<file path="src/rtl/mic1_run_control.sv">
// mic1_run_control: run/step/stop controller for the mic1_soc board top-levels.
// Each button goes through a 2-FF synchroniser, a debouncer and a rising-edge
// detector. Step bursts enable the core for step_count cycles.
// Optional feature macro: MIC1_BREAKPOINT_EN adds the PC breakpoint halt
// (BREAK state, bp_mask). Without it the breakpoint inputs are ignored.

module mic1_btn_cond #(
    parameter int DEBOUNCE_MAX = 511
) (
    input  logic clk,
    input  logic resetn,
    input  logic i_btn,
    output logic o_level,
    output logic o_rise
);
    localparam int CW = (DEBOUNCE_MAX > 0) ? $clog2(DEBOUNCE_MAX + 1) : 1;

    logic          r_sync1, r_sync2;
    logic          r_db, r_db_prev;
    logic [CW-1:0] r_cnt;

    // Synchronise, then only accept a new level after DEBOUNCE_MAX+1 equal samples.
    always_ff @(posedge clk) begin
        if (!resetn) begin
            r_sync1   <= 1'b0;
            r_sync2   <= 1'b0;
            r_db      <= 1'b0;
            r_db_prev <= 1'b0;
            r_cnt     <= '0;
        end else begin
            r_sync1   <= i_btn;
            r_sync2   <= r_sync1;
            r_db_prev <= r_db;
            if (r_sync2 == r_db) begin
                r_cnt <= '0;
            end else if (r_cnt == CW'(DEBOUNCE_MAX)) begin
                r_db  <= r_sync2;
                r_cnt <= '0;
            end else begin
                r_cnt <= r_cnt + CW'(1);
            end
        end
    end

    assign o_level = r_db;
    assign o_rise  = r_db & ~r_db_prev;
endmodule

module mic1_run_control #(
    parameter int DEBOUNCE_MAX = 511,
    parameter int STEP_W       = 8,
    parameter int ADDR_W       = 32
) (
    input  logic              clk,
    input  logic              resetn,
    input  logic              i_btn_run,
    input  logic              i_btn_step,
    input  logic              i_btn_stop,
    input  logic [STEP_W-1:0] i_step_count,
    input  logic [ADDR_W-1:0] i_pc,
    input  logic              i_pc_valid,
    input  logic [ADDR_W-1:0] i_bp_addr,
    input  logic              i_bp_en,
    output logic              o_run,
    output logic [1:0]        o_state,
    output logic              o_led_idle,
    output logic              o_led_run,
    output logic              o_led_break,
    output logic [STEP_W-1:0] o_steps_left
);
    typedef enum logic [1:0] {
        S_IDLE  = 2'd0,
        S_RUN   = 2'd1,
        S_STEP  = 2'd2,
        S_BREAK = 2'd3
    } state_t;

    state_t            r_state, w_next;
    logic [STEP_W-1:0] r_cnt, w_cnt_next, w_load;
    logic              r_run, r_led_idle, r_led_run;
    logic              w_run_e, w_step_e, w_stop, w_bp_hit;
    logic              w_run_lvl_unused, w_step_lvl_unused, w_stop_rise_unused;

    mic1_btn_cond #(.DEBOUNCE_MAX(DEBOUNCE_MAX)) u_run (
        .clk(clk), .resetn(resetn), .i_btn(i_btn_run),
        .o_level(w_run_lvl_unused), .o_rise(w_run_e));
    mic1_btn_cond #(.DEBOUNCE_MAX(DEBOUNCE_MAX)) u_step (
        .clk(clk), .resetn(resetn), .i_btn(i_btn_step),
        .o_level(w_step_lvl_unused), .o_rise(w_step_e));
    mic1_btn_cond #(.DEBOUNCE_MAX(DEBOUNCE_MAX)) u_stop (
        .clk(clk), .resetn(resetn), .i_btn(i_btn_stop),
        .o_level(w_stop), .o_rise(w_stop_rise_unused));

    // A zero step_count still gives a single-cycle burst.
    assign w_load = (i_step_count == '0) ? STEP_W'(1) : i_step_count;

`ifdef MIC1_BREAKPOINT_EN
    logic r_bp_mask, r_led_break;

    assign w_bp_hit = i_bp_en & i_pc_valid & (i_pc == i_bp_addr) & ~r_bp_mask;

    // Mask the breakpoint after resuming so the core can move off that address.
    always_ff @(posedge clk) begin
        if (!resetn)
            r_bp_mask <= 1'b0;
        else if (r_state == S_BREAK && (w_next == S_RUN || w_next == S_STEP))
            r_bp_mask <= 1'b1;
        else if (i_pc_valid && i_pc != i_bp_addr)
            r_bp_mask <= 1'b0;
    end

    // Break LED registered alongside the other status outputs.
    always_ff @(posedge clk) begin
        if (!resetn) r_led_break <= 1'b0;
        else         r_led_break <= (w_next == S_BREAK);
    end

    assign o_led_break = r_led_break;
`else
    logic w_bp_unused;
    assign w_bp_unused = ^{i_pc, i_pc_valid, i_bp_addr, i_bp_en};
    assign w_bp_hit    = 1'b0;
    assign o_led_break = 1'b0;
`endif

    // Next-state and burst counter; stop beats breakpoint beats run beats step.
    always_comb begin
        w_next     = r_state;
        w_cnt_next = r_cnt;
        case (r_state)
            S_IDLE: begin
                w_cnt_next = '0;
                if (!w_stop) begin
                    if (w_run_e) begin
                        w_next = S_RUN;
                    end else if (w_step_e) begin
                        w_next     = S_STEP;
                        w_cnt_next = w_load;
                    end
                end
            end
            S_RUN: begin
                if (w_stop)        w_next = S_IDLE;
                else if (w_bp_hit) w_next = S_BREAK;
            end
            S_STEP: begin
                if (w_stop || w_bp_hit || r_cnt <= STEP_W'(1)) begin
                    w_next     = w_stop ? S_IDLE : (w_bp_hit ? S_BREAK : S_IDLE);
                    w_cnt_next = '0;
                end else begin
                    w_cnt_next = r_cnt - STEP_W'(1);
                end
            end
            S_BREAK: begin
                if (w_stop) begin
                    w_next = S_IDLE;
                end else if (w_run_e) begin
                    w_next = S_RUN;
                end else if (w_step_e) begin
                    w_next     = S_STEP;
                    w_cnt_next = w_load;
                end
            end
            default: begin
                w_next     = S_IDLE;
                w_cnt_next = '0;
            end
        endcase
    end

    // State, counter and status outputs all update on the same edge.
    always_ff @(posedge clk) begin
        if (!resetn) begin
            r_state    <= S_IDLE;
            r_cnt      <= '0;
            r_run      <= 1'b0;
            r_led_idle <= 1'b1;
            r_led_run  <= 1'b0;
        end else begin
            r_state    <= w_next;
            r_cnt      <= w_cnt_next;
            r_run      <= (w_next == S_RUN) || (w_next == S_STEP);
            r_led_idle <= (w_next == S_IDLE);
            r_led_run  <= (w_next == S_RUN) || (w_next == S_STEP);
        end
    end

    assign o_run        = r_run;
    assign o_state      = r_state;
    assign o_led_idle   = r_led_idle;
    assign o_led_run    = r_led_run;
    assign o_steps_left = r_cnt;
endmodule

</file>
<file path="config.mk">
export PLATFORM = sky130hd
export DESIGN_NAME = mic1_run_control
export DESIGN_NICKNAME = d
export VERILOG_FILES = /design/src/rtl/mic1_run_control.sv
export SDC_FILE = /design/constraint.sdc
export NUM_CORES = 1
export LEC_CHECK = 0
export BUFFER_PORTS_ARGS = -buffer_cell sky130_fd_sc_hd__buf_2
export CORE_MARGIN = 3
export CORE_UTILIZATION = 28
export CTS_BUF_LIST = sky130_fd_sc_hd__clkbuf_4 sky130_fd_sc_hd__clkbuf_8
export CTS_CLUSTER_DIAMETER = 30
export DETAILED_ROUTE_END_ITERATION = 16
export GPL_TIMING_DRIVEN = 0
export MAX_ROUTING_LAYER = met4
export PLACE_DENSITY_LB_ADDON = 0.3
export REMOVE_ABC_BUFFERS = 1
export SLEW_MARGIN = 0
export SYNTH_ARGS = -nofsm -noshare
export SYNTH_HDL_FRONTEND = slang
export SYNTH_SLANG_ARGS = --single-unit
</file>
<file path="constraint.sdc">
create_clock -name clk -period 4.3 [get_ports clk]
set_input_delay 0.86 -clock clk [delete_from_list [all_inputs] [get_ports clk]]
set_output_delay 0.86 -clock clk [all_outputs]
set_load 0.02 [all_outputs]
</file>
Word-level counts from Yosys, hierarchy flattened
Index checks and enable logic that the tools add are counted.
Widths: inputs -> output; s select.
- add/subtract/negate cells: 4
- $mul: 0
- div/mod/pow operators: 0
- $lt $le $gt $ge: 1
- equal/unequal tests: 14
- shift operators: 0
- mux-type cells: 16
- bitwise logic cells: 8
- reduce and logical (&&, ||, !) cells: 13
- operators with widths (kind ; number):
    $mux 8 ; 8
    $add 9x1->9 const B ; 3
    $eq 9x9->1 const B ; 3
    $pmux 8 s3 ; 1
    $mux 2 ; 6
    $reduce_or 3->1 ; 3
    $le 8x1->1 const B ; 1
    $logic_not 8->1 ; 1
    $pmux 2 s4 ; 1
    $sub 8x1->8 const B ; 1
    $eq 2x2->1 const B ; 3
    $not 1->1 ; 6
    $reduce_and 2->1 ; 3
    $eq 2x1->1 const B ; 2
    $logic_not 2->1 ; 2
    $ne 2x2->1 const B ; 2
    $reduce_and 4->1 ; 1
    $eq 1x1->1 ; 3
    $reduce_bool 3->1 ; 1
    $and 1x1->1 ; 2
    $logic_or 1x1->1 ; 2
    $ne 2x1->1 const B ; 1
- register bits: 50
- bits in latches: 0
- bits in writable memories: 0
- memory bits (read-only): 0
- input port bits: 79
- logic and storage cells: 74
- memories kept: 0

Depth between registers and ports, before layout
- word-level depth: 8
- depth in mapped cells: 8
- depth with buffers taken out: 7

Modules after synthesis
Synthesis repeated with hierarchy kept, for this count alone.
- cells, all modules: 243
- area, all modules: 2296.0 um^2
- modules (own cells, without submodules) (module ; instances ; cells each ; area each (um^2)):
    mic1_btn_cond ; 3 ; 51 ; 496.7
    mic1_run_control ; 1 ; 90 ; 805.8

Least setup slack after synthesis
No wires, ideal clock.
- path kind: register -> register
- start point: reg r_cnt[0], in the netlist o_steps_left[0]
- end point: reg r_led_run, in the netlist o_led_run
- setup time: 0.115 ns
- arrival time: 1.790 ns
- required time: 4.185 ns
- path slack: 2.395 ns
- stages on the path, launching flop included: 8
- clock period less this slack: 1.905 ns
- path through: dfxtp_1 -> inv_1 -> ha_1 -> or2_2 -> nand3_2 -> a21oi_2 -> ha_1 -> and2_1
- word-level cells in the longest chain between the ends: 6
- elaborated cells on any way between the ends: 7
- RTL lines (what ; RTL line ; RTL):
    from (decl) ; 79 ; logic [STEP_W-1:0] r_cnt, w_cnt_next, w_load;
    from (signal assigned) ; 181 ; r_cnt <= w_cnt_next;
    $le 8x1->1 (*) ; 147 ; if (w_stop || w_bp_hit || r_cnt <= STEP_W'(1)) begin
    $logic_or 1x1->1 (*) ; 147 ;
    $mux 2 (*) ; 147 ;
    $pmux 2 s4 (*) ; 130 ; case (r_state)
    $eq 2x1->1 / $eq 2x2->1 (equally long branches) ; 184 ; r_led_run <= (w_next == S_RUN) || (w_next == S_STEP);
    $logic_or 1x1->1 (*) ; 184 ;
    to (signal assigned) ; 184 ;
    to (decl) ; 80 ; logic r_run, r_led_idle, r_led_run;
Mark *: on every way between the ends. The rest lies on a longest branch, timed or not.
A chain may end at the register's enable or synchronous reset.

Worst setup path in the final report
- start point: reg r_state[0], in the netlist o_state[0]
- end point: out o_state[0]
- RTL lines (what ; RTL line ; RTL):
    from (decl) ; 78 ; state_t r_state, w_next;
    from (signal assigned) ; 180 ; r_state <= w_next;
    to (decl) ; 65 ; output logic [1:0] o_state,
No word-level cell between the ends.

==> out/summary.txt <==
Cell taking the most area after synthesis: dfxtp_1
Worst Setup Start Kind: flip-flop
CTS max path bufs: 2
Synth area leaders: dfxtp_1 (41%), nor2_1 (5.1%), ha_1 (4.7%)
Fin. max-slew vios: 0
Clock sink count: 50
CP startpoint: o_state[0]$_SDFF_PN0_
Vias: 1944
Syn-to-layout area delta: 10.31%
Share of cells above drive strength 1: 17.07%
Sequential area share after synthesis: 41.43%
Final GP Congestion: 0.8080
Slew @ Worst Pin: 711.0 ps
CTS Hold Buffers Added: 0
CP Buf/Inv Count: 1
CP max stage delay: 690 ps
Max Clock Freq: 468.5 MHz
Seq. cell area: 1001 µm²
Hold WS: 440.5 ps
CP Data Required Time: 3440 ps
YS warnings: 0
Worst-path fanout max: 17
Worst r2r src: o_state[1]$_SDFF_PN0_
Status: finished clean
FILL cells: 872
Worst IR drop on VDD: 173.8 µV
Ant diodes: 0
IO buf count: 25
Netlist Area Pre-Place: 2416 µm²
Worst-path cell chain: buf_2
P_leak: 0.9400 nW
Post_cts resized: 0
DIE HEIGHT: 98.89 µm
Initial antenna violation count: 0
Via/cell ratio: 4.959
Post-route ant nets: 0
Clock Pin Slew Worst Setup and Hold Paths: 100 ps
Final hold vios: 0
Crit share post-route: 49.64%
R2r worst-path depth: 5
Final Routed Wirelength: 4798 µm
Flop2flop setup slack: 2170 ps
Class of the worst hold path: flip-flop to flip-flop
DP HPWL: 3418 µm
Setup Buffers After CTS: 0
Crit Path Class: flip-flop to output port
Tmin final: 2135 ps
Skew final: 8.952 ps
Net count, final: 374
# DRC: 0
Largest net degree at the start of global routing: 20
Cells after synthesis: 266
Setup_tns: 0 ps
Critical Path End: o_state[0]
DIE AREA: 9779 µm²
Total grt overflow: 0
Starting density of the core: 29.11%
Reg2reg end: o_led_run$_SDFF_PN0_
Pre-Repair DR Iteration Count: 4
Cts bufs inserted: 5
1st-iter DRT viols: 126
Row count: 33
Clock root buffer master: clkbuf_8
Mean Syn Cell Area: 9.083 µm²
Max Cap Viol: 0
Crit path depth: 1
Share of Yosys cell area claimed by the top area cell type: 41.43%
CTS tree: yes
Worst EP arrival: 1270 ps
Ports: 93
HP Start: u_step.r_sync1$_SDFF_PN0_
Core area: 8299 µm²
Slew headroom: 52.34%
Pwr dens: 295.1 nW/µm²
Later-pin clock latency in the skew report: 310 ps
Area of the multi-input gates: 1249 µm²
Die Width: 98.89 µm
Gr usage total: 10.40%
#FFs+latches synth: 50
H-tree lvl count: 2
Number of global-route vias before repair: 1722
Wire per inst: 12.24 µm
Unrepaired setup endpoints after global routing: false
First-pass GRT wire length: 8142 µm
Finish-stage setup viols: 0
Yosys cell types: 56
Crit path capture type: output port
Number of flops mapped to enable cells by yosys: 0
Ys flop type: dfxtp_1
Critical-path top delay cell: dfxtp_1
Synth async-reset ratio: 0%
CP top delay family: flip-flops
## Yosys cell counts (6+ instances only)
library cell	instances
nand2_1	11
ha_1	9
xnor2_1	12
dfxtp_1	50
o21ai_0	15
inv_1	14
nor2_1	33
a31oi_1	6
a21oi_1	10
nand3_1	10
and2_1	9
or3_1	10
## power breakdown
group          switching (W)  internal (W)   total, W
clock               0.000175      0.000122   0.000297
sequential        0.00000176      0.000466   0.000468
combinational      0.0000131    0.00000853  0.0000216
total               0.000190      0.000597   0.000786
## state kept, by name, summed over array words and instances, names as in the netlist, 2 cells and up
register,flops
u_run.r_cnt,9
u_step.r_cnt,9
u_stop.r_cnt,9
o_steps_left,8
o_state,2
## placed cells by master, fill, tap and decap left out, types with 10 or more instances in the layout
cell | synthesis | layout
nor2_1 | 33 | 33
nand2_1 | 11 | 11
buf_2 | 0 | 25
inv_1 | 14 | 14
xnor2_1 | 12 | 12
or3_1 | 10 | 10
nand3_1 | 10 | 10
o21ai_0 | 15 | 15
a21oi_1 | 10 | 10
dfxtp_1 | 50 | 50
## through the flow
stage	setup WS [ps]	utilization (%)	total power, W	cells	instance area, µm²
after floorplan	2373	-	0.0004879	254	2311
after global placement	2188	30.94	0.0005001	384	2567
after detailed placement	2195	30.94	0.0005006	384	2567
after CTS	2152	32.11	0.0008002	392	2665
after global routing	2018	32.11	0.0008244	392	2665
final	2165	32.11	0.0007865	392	2665
## worst min path at each step
stage / end / slack, ps / depth (start not counted)
floorplan: u_run.r_sync2$_SDFF_PN0_ / 410 / 1
global placement: u_step.r_sync2$_SDFF_PN0_ / 420 / 1
detailed placement: u_step.r_sync2$_SDFF_PN0_ / 420 / 1
CTS: u_step.r_sync2$_SDFF_PN0_ / 450 / 1
global route: u_step.r_sync2$_SDFF_PN0_ / 480 / 1
finish: u_step.r_sync2$_SDFF_PN0_ / 440 / 1
## kinds of logic (layout without fill, tap and decap cells)
| kind of cell | count (synthesis) | in the layout | share of synthesized area (%) |
|---|---|---|---|
| XOR/XNOR | 16 | 16 | 5.800 |
| multiplexers | 3 | 3 | 1.243 |
| other | 1 | 1 | 0.1552 |
| adder cells (fa/ha/maj) | 9 | 9 | 4.661 |
| flip-flops | 50 | 50 | 41.43 |
| AND/OR/NAND/NOR | 106 | 106 | 24.70 |
| buffers and inverters | 27 | 48 | 6.887 |
| AO/OA/AOI/OAI | 54 | 54 | 15.12 |
## cell type report
type | count | share of cell area (%)
clock buffers | 5 | 2.582
flip-flops and latches | 50 | 37.56
inverters | 15 | 2.300
repair buffers | 25 | 4.695
well taps | 105 | 4.930
multi-input cells | 189 | 46.85
clock inverters | 3 | 1.080
## layer usage
layer	routed length, µm	track usage (%)
met5	0	-
met4	90	4.412
met3	181	1.911
met2	2143	15.44
met1	2382	13.83
## worst register-to-register path, stage by stage, from the launching register on
cell and delay (ps):
dfxtp_1 570, inv_1 220, nor3_2 630, a21oi_2 150, ha_1 310, and2_1 150
(Power assumes the default switching activity.)
